**src/rtl/alu_multicycle_if.sv**
```systemverilog
// Request/response bundle between the control unit and the multicycle ALU.
interface alu_multicycle_if #(
  parameter int unsigned WIDTH = 32
);
  logic             start_i;
  logic [3:0]       ctrl_i;
  logic [WIDTH-1:0] src1_i;
  logic [WIDTH-1:0] src2_i;
  logic             ready_o;
  logic             valid_o;
  logic [WIDTH-1:0] result_o;
  logic [WIDTH-1:0] hi_o;
  logic             zero_o;
  logic             cout_o;
  logic             overflow_o;
  logic             illegal_o;

  modport master (
    output start_i, ctrl_i, src1_i, src2_i,
    input  ready_o, valid_o, result_o, hi_o, zero_o, cout_o, overflow_o, illegal_o
  );

  modport slave (
    input  start_i, ctrl_i, src1_i, src2_i,
    output ready_o, valid_o, result_o, hi_o, zero_o, cout_o, overflow_o, illegal_o
  );
endinterface

```
**src/rtl/alu_multicycle.sv**
```systemverilog
// WIDTH-bit registered ALU: single-cycle logic/arith ops plus an iterative
// unsigned shift-add multiply behind a start/ready/valid handshake.
module alu_multicycle #(
  parameter int unsigned WIDTH = 32,
  parameter int unsigned CNT_W = $clog2(WIDTH + 1)
) (
  input  logic             clk_i,
  input  logic             rst_i,
  alu_multicycle_if.slave  bus
);

  localparam int unsigned MSB = WIDTH - 1;

  localparam logic [3:0] OP_AND  = 4'b0000;
  localparam logic [3:0] OP_OR   = 4'b0001;
  localparam logic [3:0] OP_ADD  = 4'b0010;
  localparam logic [3:0] OP_SUB  = 4'b0110;
  localparam logic [3:0] OP_SLT  = 4'b0111;
  localparam logic [3:0] OP_NOR  = 4'b1100;
  localparam logic [3:0] OP_MULU = 4'b1000;

  typedef enum logic [1:0] {S_IDLE, S_MUL, S_DONE} state_t;

  state_t             state_q, state_d;
  logic [CNT_W-1:0]   cnt_q, cnt_d;
  logic [2*WIDTH-1:0] mcand_q, mcand_d;
  logic [WIDTH-1:0]   mplier_q, mplier_d;
  logic [2*WIDTH-1:0] acc_q, acc_d;
  logic [WIDTH-1:0]   result_q, result_d;
  logic [WIDTH-1:0]   hi_q, hi_d;
  logic               zero_q, zero_d;
  logic               cout_q, cout_d;
  logic               ovf_q, ovf_d;
  logic               ill_q, ill_d;
  logic               valid_q, valid_d;

  logic [WIDTH:0]     sum_w;
  logic [WIDTH:0]     diff_w;
  logic               ovf_add;
  logic               ovf_sub;
  logic [WIDTH-1:0]   alu_res;
  logic               alu_cout;
  logic               alu_ovf;
  logic               alu_ill;
  logic [2*WIDTH-1:0] acc_sum;
  logic               last_iter;

  assign sum_w   = {1'b0, bus.src1_i} + {1'b0, bus.src2_i};
  assign diff_w  = {1'b0, bus.src1_i} + {1'b0, ~bus.src2_i} + (WIDTH + 1)'(1);
  assign ovf_add = (bus.src1_i[MSB] == bus.src2_i[MSB]) && (sum_w[MSB]  != bus.src1_i[MSB]);
  assign ovf_sub = (bus.src1_i[MSB] != bus.src2_i[MSB]) && (diff_w[MSB] != bus.src1_i[MSB]);

  // Multiplicand is pre-shifted and multiplier consumed LSB-first, which is
  // equivalent to adding (mcand << cnt) when mplier[cnt] is set.
  assign acc_sum   = acc_q + (mplier_q[0] ? mcand_q : '0);
  assign last_iter = (cnt_q == CNT_W'(WIDTH - 1));

  // Single-cycle ALU result and flags for the op presented on the bus
  always_comb begin
    alu_res  = '0;
    alu_cout = 1'b0;
    alu_ovf  = 1'b0;
    alu_ill  = 1'b0;
    unique case (bus.ctrl_i)
      OP_AND: alu_res = bus.src1_i & bus.src2_i;
      OP_OR:  alu_res = bus.src1_i | bus.src2_i;
      OP_NOR: alu_res = ~(bus.src1_i | bus.src2_i);
      OP_ADD: begin
        alu_res  = sum_w[MSB:0];
        alu_cout = sum_w[WIDTH];
        alu_ovf  = ovf_add;
      end
      OP_SUB: begin
        alu_res  = diff_w[MSB:0];
        alu_cout = diff_w[WIDTH];
        alu_ovf  = ovf_sub;
      end
      OP_SLT:  alu_res = {{(WIDTH - 1){1'b0}}, diff_w[MSB] ^ ovf_sub};
      OP_MULU: alu_res = '0;
      default: alu_ill = 1'b1;
    endcase
  end

  // Next-state and datapath updates; DONE accepts a new issue like IDLE
  always_comb begin
    state_d  = state_q;
    cnt_d    = cnt_q;
    mcand_d  = mcand_q;
    mplier_d = mplier_q;
    acc_d    = acc_q;
    result_d = result_q;
    hi_d     = hi_q;
    zero_d   = zero_q;
    cout_d   = cout_q;
    ovf_d    = ovf_q;
    ill_d    = ill_q;
    valid_d  = 1'b0;
    unique case (state_q)
      S_IDLE, S_DONE: begin
        state_d = S_IDLE;
        if (bus.start_i) begin
          if (bus.ctrl_i == OP_MULU) begin
            mcand_d  = {{WIDTH{1'b0}}, bus.src1_i};
            mplier_d = bus.src2_i;
            acc_d    = '0;
            cnt_d    = '0;
            state_d  = S_MUL;
          end else begin
            result_d = alu_res;
            hi_d     = '0;
            zero_d   = (alu_res == '0);
            cout_d   = alu_cout;
            ovf_d    = alu_ovf;
            ill_d    = alu_ill;
            valid_d  = 1'b1;
          end
        end
      end
      S_MUL: begin
        acc_d    = acc_sum;
        mcand_d  = mcand_q << 1;
        mplier_d = mplier_q >> 1;
        cnt_d    = cnt_q + CNT_W'(1);
        // Product lands on the outputs at the MUL->DONE edge so the DONE
        // cycle carries valid while staying free to accept a new issue.
        if (last_iter) begin
          state_d            = S_DONE;
          {hi_d, result_d}   = acc_sum;
          zero_d             = (acc_sum == '0);
          cout_d             = 1'b0;
          ovf_d              = 1'b0;
          ill_d              = 1'b0;
          valid_d            = 1'b1;
        end
      end
      default: state_d = S_IDLE;
    endcase
  end

  // State register
  always_ff @(posedge clk_i or negedge rst_i) begin
    if (!rst_i) begin
      state_q <= S_IDLE;
    end else begin
      state_q <= state_d;
    end
  end

  // Datapath, result and flag registers
  always_ff @(posedge clk_i or negedge rst_i) begin
    if (!rst_i) begin
      cnt_q    <= '0;
      mcand_q  <= '0;
      mplier_q <= '0;
      acc_q    <= '0;
      result_q <= '0;
      hi_q     <= '0;
      zero_q   <= 1'b0;
      cout_q   <= 1'b0;
      ovf_q    <= 1'b0;
      ill_q    <= 1'b0;
      valid_q  <= 1'b0;
    end else begin
      cnt_q    <= cnt_d;
      mcand_q  <= mcand_d;
      mplier_q <= mplier_d;
      acc_q    <= acc_d;
      result_q <= result_d;
      hi_q     <= hi_d;
      zero_q   <= zero_d;
      cout_q   <= cout_d;
      ovf_q    <= ovf_d;
      ill_q    <= ill_d;
      valid_q  <= valid_d;
    end
  end

  assign bus.ready_o    = (state_q != S_MUL);
  assign bus.valid_o    = valid_q;
  assign bus.result_o   = result_q;
  assign bus.hi_o       = hi_q;
  assign bus.zero_o     = zero_q;
  assign bus.cout_o     = cout_q;
  assign bus.overflow_o = ovf_q;
  assign bus.illegal_o  = ill_q;

endmodule
```
**src/flat_wrapper.sv**
```systemverilog
// flat-port wrapper written by rule: the top's interface ports become plain ports
module alu_multicycle_flat 
#(
  parameter int unsigned WIDTH = 32,
  parameter int unsigned CNT_W = $clog2(WIDTH + 1)
)
  (clk_i, rst_i, bus_start_i, bus_ctrl_i, bus_src1_i, bus_src2_i, bus_ready_o, bus_valid_o, bus_result_o, bus_hi_o, bus_zero_o, bus_cout_o, bus_overflow_o, bus_illegal_o);
  alu_multicycle_if #(.WIDTH(WIDTH)) bus_i ();
  input  logic clk_i;
  input  logic rst_i;
  input wire logic [$bits(bus_i.start_i)-1:0] bus_start_i;
  input wire logic [$bits(bus_i.ctrl_i)-1:0] bus_ctrl_i;
  input wire logic [$bits(bus_i.src1_i)-1:0] bus_src1_i;
  input wire logic [$bits(bus_i.src2_i)-1:0] bus_src2_i;
  output wire logic [$bits(bus_i.ready_o)-1:0] bus_ready_o;
  output wire logic [$bits(bus_i.valid_o)-1:0] bus_valid_o;
  output wire logic [$bits(bus_i.result_o)-1:0] bus_result_o;
  output wire logic [$bits(bus_i.hi_o)-1:0] bus_hi_o;
  output wire logic [$bits(bus_i.zero_o)-1:0] bus_zero_o;
  output wire logic [$bits(bus_i.cout_o)-1:0] bus_cout_o;
  output wire logic [$bits(bus_i.overflow_o)-1:0] bus_overflow_o;
  output wire logic [$bits(bus_i.illegal_o)-1:0] bus_illegal_o;
  assign bus_i.start_i = bus_start_i;
  assign bus_i.ctrl_i = bus_ctrl_i;
  assign bus_i.src1_i = bus_src1_i;
  assign bus_i.src2_i = bus_src2_i;
  assign bus_ready_o = bus_i.ready_o;
  assign bus_valid_o = bus_i.valid_o;
  assign bus_result_o = bus_i.result_o;
  assign bus_hi_o = bus_i.hi_o;
  assign bus_zero_o = bus_i.zero_o;
  assign bus_cout_o = bus_i.cout_o;
  assign bus_overflow_o = bus_i.overflow_o;
  assign bus_illegal_o = bus_i.illegal_o;
  alu_multicycle #(.WIDTH(WIDTH), .CNT_W(CNT_W)) u_core (.clk_i(clk_i), .rst_i(rst_i), .bus(bus_i));
endmodule
```
**config.mk**
```make
export PLATFORM = sky130hd
export DESIGN_NAME = alu_multicycle_flat
export DESIGN_NICKNAME = d
export VERILOG_FILES = /design/src/rtl/alu_multicycle_if.sv /design/src/rtl/alu_multicycle.sv /design/src/flat_wrapper.sv
export SDC_FILE = /design/constraint.sdc
export NUM_CORES = 1
export LEC_CHECK = 0
export CAP_MARGIN = 15
export CORE_MARGIN = 5
export CORE_UTILIZATION = 35
export CTS_BUF_LIST = sky130_fd_sc_hd__clkbuf_4 sky130_fd_sc_hd__clkbuf_8
export DETAILED_ROUTE_END_ITERATION = 8
export REMOVE_ABC_BUFFERS = 1
export SETUP_SLACK_MARGIN = 0.2
export SYNTH_ARGS = -nofsm -noshare
export SYNTH_HDL_FRONTEND = slang
export SYNTH_SLANG_ARGS = --single-unit
```
**constraint.sdc**
```tcl
create_clock -name clk_i -period 4.3 [get_ports clk_i]
set_clock_uncertainty 0.05 [all_clocks]
set_input_delay 0.86 -clock clk_i [delete_from_list [all_inputs] [get_ports clk_i]]
set_output_delay 0.86 -clock clk_i [all_outputs]
set_load 0.01 [all_outputs]
```
-- Yosys cells after proc, flatten, opt, wreduce, memory -nomap -nowiden
Index checks and enable logic that the tools add are counted.
- bits in writable memories: 0
- memories kept: 0
- input port bits: 71
- output and inout bits: 70
- word-level logic and storage cells: 98
- register bits: 237
- memory bits (read-only): 0
- latch bits: 0
- equality and inequality tests: 18
- $mul: 0
- $lt $le $gt $ge: 0
- mux-type cells: 47
- shift operators: 0
- reductions and logical operators: 11
- bitwise logic cells: 5
- div/mod/pow operators: 0
- add/sub/neg operators: 5
- operators with widths (kind ; count):
    2-to-1 mux 64 bit ; 5
    2-to-1 mux 32 bit ; 8
    case mux 64 bit (2 select lines) ; 2
    case mux 32 bit (2 select lines) ; 3
    case mux 32 bit (6 select lines) ; 1
    adder 32 x 32 -> 33 bit ; 2
    adder 64 bit ; 1
    zero test 64 bit ; 1
    NOT 32 bit ; 2
    adder 33 x 1 -> 33 bit (second input constant) ; 1
    AND 32 bit ; 1
    zero test 32 bit ; 1
    OR 32 bit ; 1
    2-to-1 mux 1 bit ; 15
    case mux 1 bit (2 select lines) ; 7
    2-to-1 mux 6 bit ; 2
    case mux 6 bit (2 select lines) ; 1
    == test 4 x 3 -> 1 bit (second input constant) ; 2
    == test 4 bit (second input constant) ; 2
    adder 6 x 1 -> 6 bit (second input constant) ; 1
    == test 6 x 5 -> 1 bit (second input constant) ; 1
    inequality test 2 x 1 -> 1 bit (second input constant) ; 3
    OR reduction 6 bit ; 1
    == test 4 x 1 -> 1 bit (second input constant) ; 1
    other kinds (16) ; 21

-- Depth between registers and ports, before layout
- depth after elaboration: 11
- depth in mapped cells: 27
- mapped depth without buffers: 26

-- Worst setup path after synthesis
No wires, ideal clock.
- path type: input -> register
- start point: input port bus_src2_i[8]
- end point: register u_core.zero_q (netlist: u_core.bus.zero_o)
- stages on the path: 27
- data required time: 4.170 ns
- path buffers: 1
- setup time: 0.080 ns
- path slack: -1.193 ns
- data arrival time: 5.362 ns
- cell sequence: inv_1 -> ha_1 -> buf_6 -> nor4_2 -> inv_1 -> a211oi_2 -> o21ai_1 -> and2_1 -> o21ai_0 -> a211o_1 -> a21oi_1 -> o21bai_1 -> a21oi_1 -> o21bai_1 -> fa_1 -> nand3b_1 -> a21oi_1 -> a211oi_2 -> nand2_1 -> or4_1 -> a2111oi_2 -> nand4_1 -> or4_1 -> nor4_1 -> and4b_1 -> nand4_1 -> o211ai_2
- longest elaborated chain between the ends: 11
- RTL lines (item ; line ; RTL):
    start, declared ; flat_wrapper.sv:14 ; input wire logic [$bits(bus_i.src2_i)-1:0] bus_src2_i;
    NOT 32 bit ; alu_multicycle.sv:49 ; assign diff_w = {1'b0, bus.src1_i} + {1'b0, ~bus.src2_i} + (WIDTH + 1)'(1);
    adder 32 x 32 -> 33 bit ; alu_multicycle.sv:49 ;
    adder 33 x 1 -> 33 bit ; alu_multicycle.sv:49 ;
    inequality test 1 bit ; alu_multicycle.sv:51 ; assign ovf_sub = (bus.src1_i[MSB] != bus.src2_i[MSB]) && (diff_w[MSB] != bus.src1_i[MSB]);
    logical AND 1 bit ; alu_multicycle.sv:51 ;
    XOR 1 bit ; alu_multicycle.sv:78 ; OP_SLT: alu_res = {{(WIDTH - 1){1'b0}}, diff_w[MSB] ^ ovf_sub};
    case mux 32 bit (6 select lines) * ; alu_multicycle.sv:64 ; unique case (bus.ctrl_i)
    zero test 32 bit * ; alu_multicycle.sv:111 ; zero_d = (alu_res == '0);
    2-to-1 mux 1 bit * ; alu_multicycle.sv:102 ; if (bus.ctrl_i == OP_MULU) begin
    2-to-1 mux 1 bit * ; alu_multicycle.sv:101 ; if (bus.start_i) begin
    case mux 1 bit (2 select lines) * ; alu_multicycle.sv:98 ; unique case (state_q)
    end signal, assigned ; alu_multicycle.sv:170 ; zero_q <= zero_d;
    end, declared ; alu_multicycle.sv:31 ; logic zero_q, zero_d;
Mark *: on every way between the ends. The rest lies on a longest branch, timed or not. The select of a mux whose other input is x is not followed.
A chain may end at the register's enable or synchronous reset.

-- Worst setup path after layout
- start point: input port bus_src2_i[1]
- end point: register u_core.zero_q (netlist: u_core.bus.zero_o)
The elaborated chain is that of the path after synthesis.

==> run metrics <==
worst hold slack 132.8 ps; WP data required 4830 ps; Post-Synth Adder-Cell Area 10.96%; vias in the first global route 23,010; Hold-fix buffers, CTS 0; post-synthesis simple-gate area fraction 23.73%; worst setup margin -1133 ps; Total Routing Usage GR 25.26%; CTS tree yes; # DRC 0; Worst path max stage delay 560 ps; largest net degree at the start of global routing 147; number of placement rows slightly below 90; max frequency 0.1841 GHz; status finished, violations left; count of final hold-check violations 0; GP Congestion 0.9374; drt first pass iters 7; Compound-Gate Fraction of Synth Area 26.92%; area delta synth->final 47.18%; Finish-stage setup viols 2; Tmin final around 5400 ps; violated checks negative setup slack; Via Count 22,700; most frequent cells in the layout buf_4 (722), nor2_1 (274), nand2_1 (258); Post-Synthesis Cell Area 19,910 µm²; DR iter-0 viols 1,748; Post-Synthesis Mean Instance Area around 7.8 µm²; critical path endpoint category flip-flop; Root Buffer clkbuf_8; Core Region 56,390 µm²; Post-Synth XOR/XNOR Area 2.376%; FFs w/ async S/R, synth 100.0%; routed len/inst 19.79 µm; Worst Path Max Fanout 3; Hold WC Path Type input pin to async pin; measured slew at the worst slew-check pin 973.6 ps; Top FF cell, synth dfrtp_1; Power Dens Cells 613.3 nW/µm²; CTS buffer count 46; Post-synth EDFFs 0; Port Buffers 140; unrepaired setup endpoints after global routing yes; Synth Register Bits 237; Psw 0.007752 W; part of the power in registers 19.4%; Netlist cell types 100; Starting Density 35.30%; clock share of power between 10% and 20%; maximum VDD drop between 0.4 and 0.5 mV; Seq/Total Area, Yosys 29.79%; internal power 0.01022 W; WS Path Type input pin to flip-flop; layout cell share with drive strength beyond 1 a little under a third; number of H-tree levels 2; Mapped Cells about 2,600; clock sinks 237; slew margin rel. 35.09%; Die ar. 61,740 µm²; Leak approximately 13 nW; routed vias/inst 5.509; Total Power between 0.015 and 0.02 W; Synth warnings 0; final HPWL from detailed placement 62,410 µm; total gr overflow 0; Layout fillers around 5,400; Period Utilization, post-route 126.3%; commonest non-fill, non-tap cell in the layout buf_4; multiplexer share of the synthesized area 0.7857%; slowest CP cell or4_4; DRT antenna net count 0; initial antenna violation count 2; clock-pin slew on the worst setup and hold paths ~60 ps; combinational power share about two thirds; num ports 141; worst-case clock buffer depth 3; # nets final 3,576; WP data arrival 5960 ps; type of origin of the critical path input pin; switching share of power 43.14%; global-route wire length before repair between 100,000 and 150,000 µm; Die X-Extent between 200 and 250 µm; Slew Limit Fails 0; worst skew pair latency 660 ps; Die Y-Extent 248.5 µm; largest family of logic cells by synthesized area compound AO/OA/AOI/OAI gates; final wirelength 81,530 µm; Max-cap violations 0
stage by stage:
stage          instance area (µm²)  worst slack [ps]  TNS, ps  util, %  instances
4_1_cts                      28890             -1193    -2094    51.23       4103
3_5_place_dp                 26910             -2923   -13380    47.72       3979
6_report                     29300             -1133    -2083    51.96       4120
3_3_place_gp                 26910             -2682   -12490    47.72       3979
5_1_grt                      29300             -1333    -2417    51.96       4120
2_1_floorplan                19240             -5117  -824870        -       2402
routing by layer:
layer	share of wire (%)	global-route usage (%)	vias up
met2	46	42.12	661
li1	-	-	10870
met3	5.0	2.968	153
met5	0	0	-
met4	3.5	8.545	0
met1	45	34.18	11010
sequential cells by signal, indices dropped and copies added (netlist names):
signal	flops
u_core.cnt_q	6
u_core.mplier_q	32
u_core.acc_q	64
u_core.bus.cout_o	1
u_core.mcand_q	64
u_core.bus.zero_o	1
u_core.state_q	2
u_core.bus.overflow_o	1
u_core.bus.result_o	32
u_core.bus.illegal_o	1
u_core.bus.valid_o	1
u_core.bus.hi_o	32
cells by family (layout without fill, tap and decap cells):
group           Yosys count  count (layout)
simple gates            984             984
flops                   237             237
mux                      15              15
buf+inv                 267            1072
other cells               0               1
xor+xnor                 54              54
fa+ha+maj               172             172
compound gates          829             829
Yosys cell counts, types with 7 or more instances:
cell type	number	area, µm²
a221o_1	17	170.2
a22oi_1	8	60.06
nand4_1	39	244.0
a211o_1	10	87.58
or4_1	8	60.06
o22ai_1	71	444.2
clkbuf_1	118	442.9
o21bai_1	22	165.2
o31a_1	9	78.83
o2111ai_1	10	87.58
buf_1	13	48.80
o211ai_1	30	225.2
a21boi_0	9	67.56
buf_2	15	75.07
nor2_1	276	1036
nand3_1	134	670.6
or3_1	15	93.84
mux2i_1	10	100.1
a2111oi_0	8	70.07
nand2b_1	11	68.82
and3_1	17	106.4
inv_1	109	409.1
xnor2_1	34	297.8
and2_1	78	488.0
o31ai_1	21	157.7
or2_2	20	125.1
buf_6	7	78.83
o21ai_0	226	1131
o221ai_1	11	96.34
ha_1	168	2102
a31o_2	8	70.07
a221oi_1	20	175.2
nor2b_1	9	56.30
nand2_1	265	994.7
xor2_1	20	175.2
a21oi_1	191	955.9
nor3_1	47	235.2
nor4_1	23	143.9
nor3b_1	8	60.06
a211oi_1	17	127.6
a21o_1	35	262.8
a31oi_1	15	93.84
dfrtp_1	237	5931
o21a_1	22	165.2
power groups by stage:
stage / Combinational [W] / Sequential (W) / Clock (W)
2_1_floorplan: 0.00536 / 0.00340 / 0
3_3_place_gp: 0.0112 / 0.00347 / 0
3_5_place_dp: 0.0113 / 0.00350 / 0
4_1_cts: 0.0116 / 0.00347 / 0.00264
5_1_grt: 0.0129 / 0.00355 / 0.00274
6_report: 0.0119 / 0.00349 / 0.00256
layout make-up:
| cell class | count | area (µm²) | share of cell area (%) |
|---|---|---|---|
| clock buffers | 68 | 885.9 | 3.024 |
| multi-input cells | 2054 | 13830 | 47.22 |
| inverters | 111 | 441.7 | 1.508 |
| well taps | 756 | 945.9 | 3.229 |
| diodes | 1 | 2.502 | 0.008541 |
| clock inverters | 10 | 133.9 | 0.4570 |
| repair buffers | 883 | 7123 | 24.31 |
| flip-flops and latches | 237 | 5932 | 20.25 |
path summary, 6_finish.rpt:
check	depth (start not counted)	start	endpoint	slack (ps)
worst min-delay path	1	rst_i	u_core.mplier_q[9]	130
worst min register to register	2	u_core.bus.result_o[25]	u_core.bus.result_o[25]	410
min in group clk_i	2	u_core.bus.result_o[25]	u_core.bus.result_o[25]	410
worst max-delay path	28	bus_src2_i[1]	u_core.bus.zero_o	-1130
max in group asynchronous	2	rst_i	u_core.mcand_q[38]	3050
worst max register to register	17	u_core.mplier_q[0]	u_core.bus.zero_o	-720
what timing repair did:
item / 4_1_cts / 5_1_grt
buffers inserted: 46 / 16
resized for setup: 238 / 90
pin swaps: 54 / 46
endpoints found under the setup margin: 14 / 27
critical path: cells and delay by family:
kind                       cells  cell delay, ps
and+or+nand+nor               10            2330
AOI/OAI and AO/OA             13            1980
adders and majority gates      2             520
buffers and inverters          3             270
Note: power is estimated with default switching activity, not from simulation.
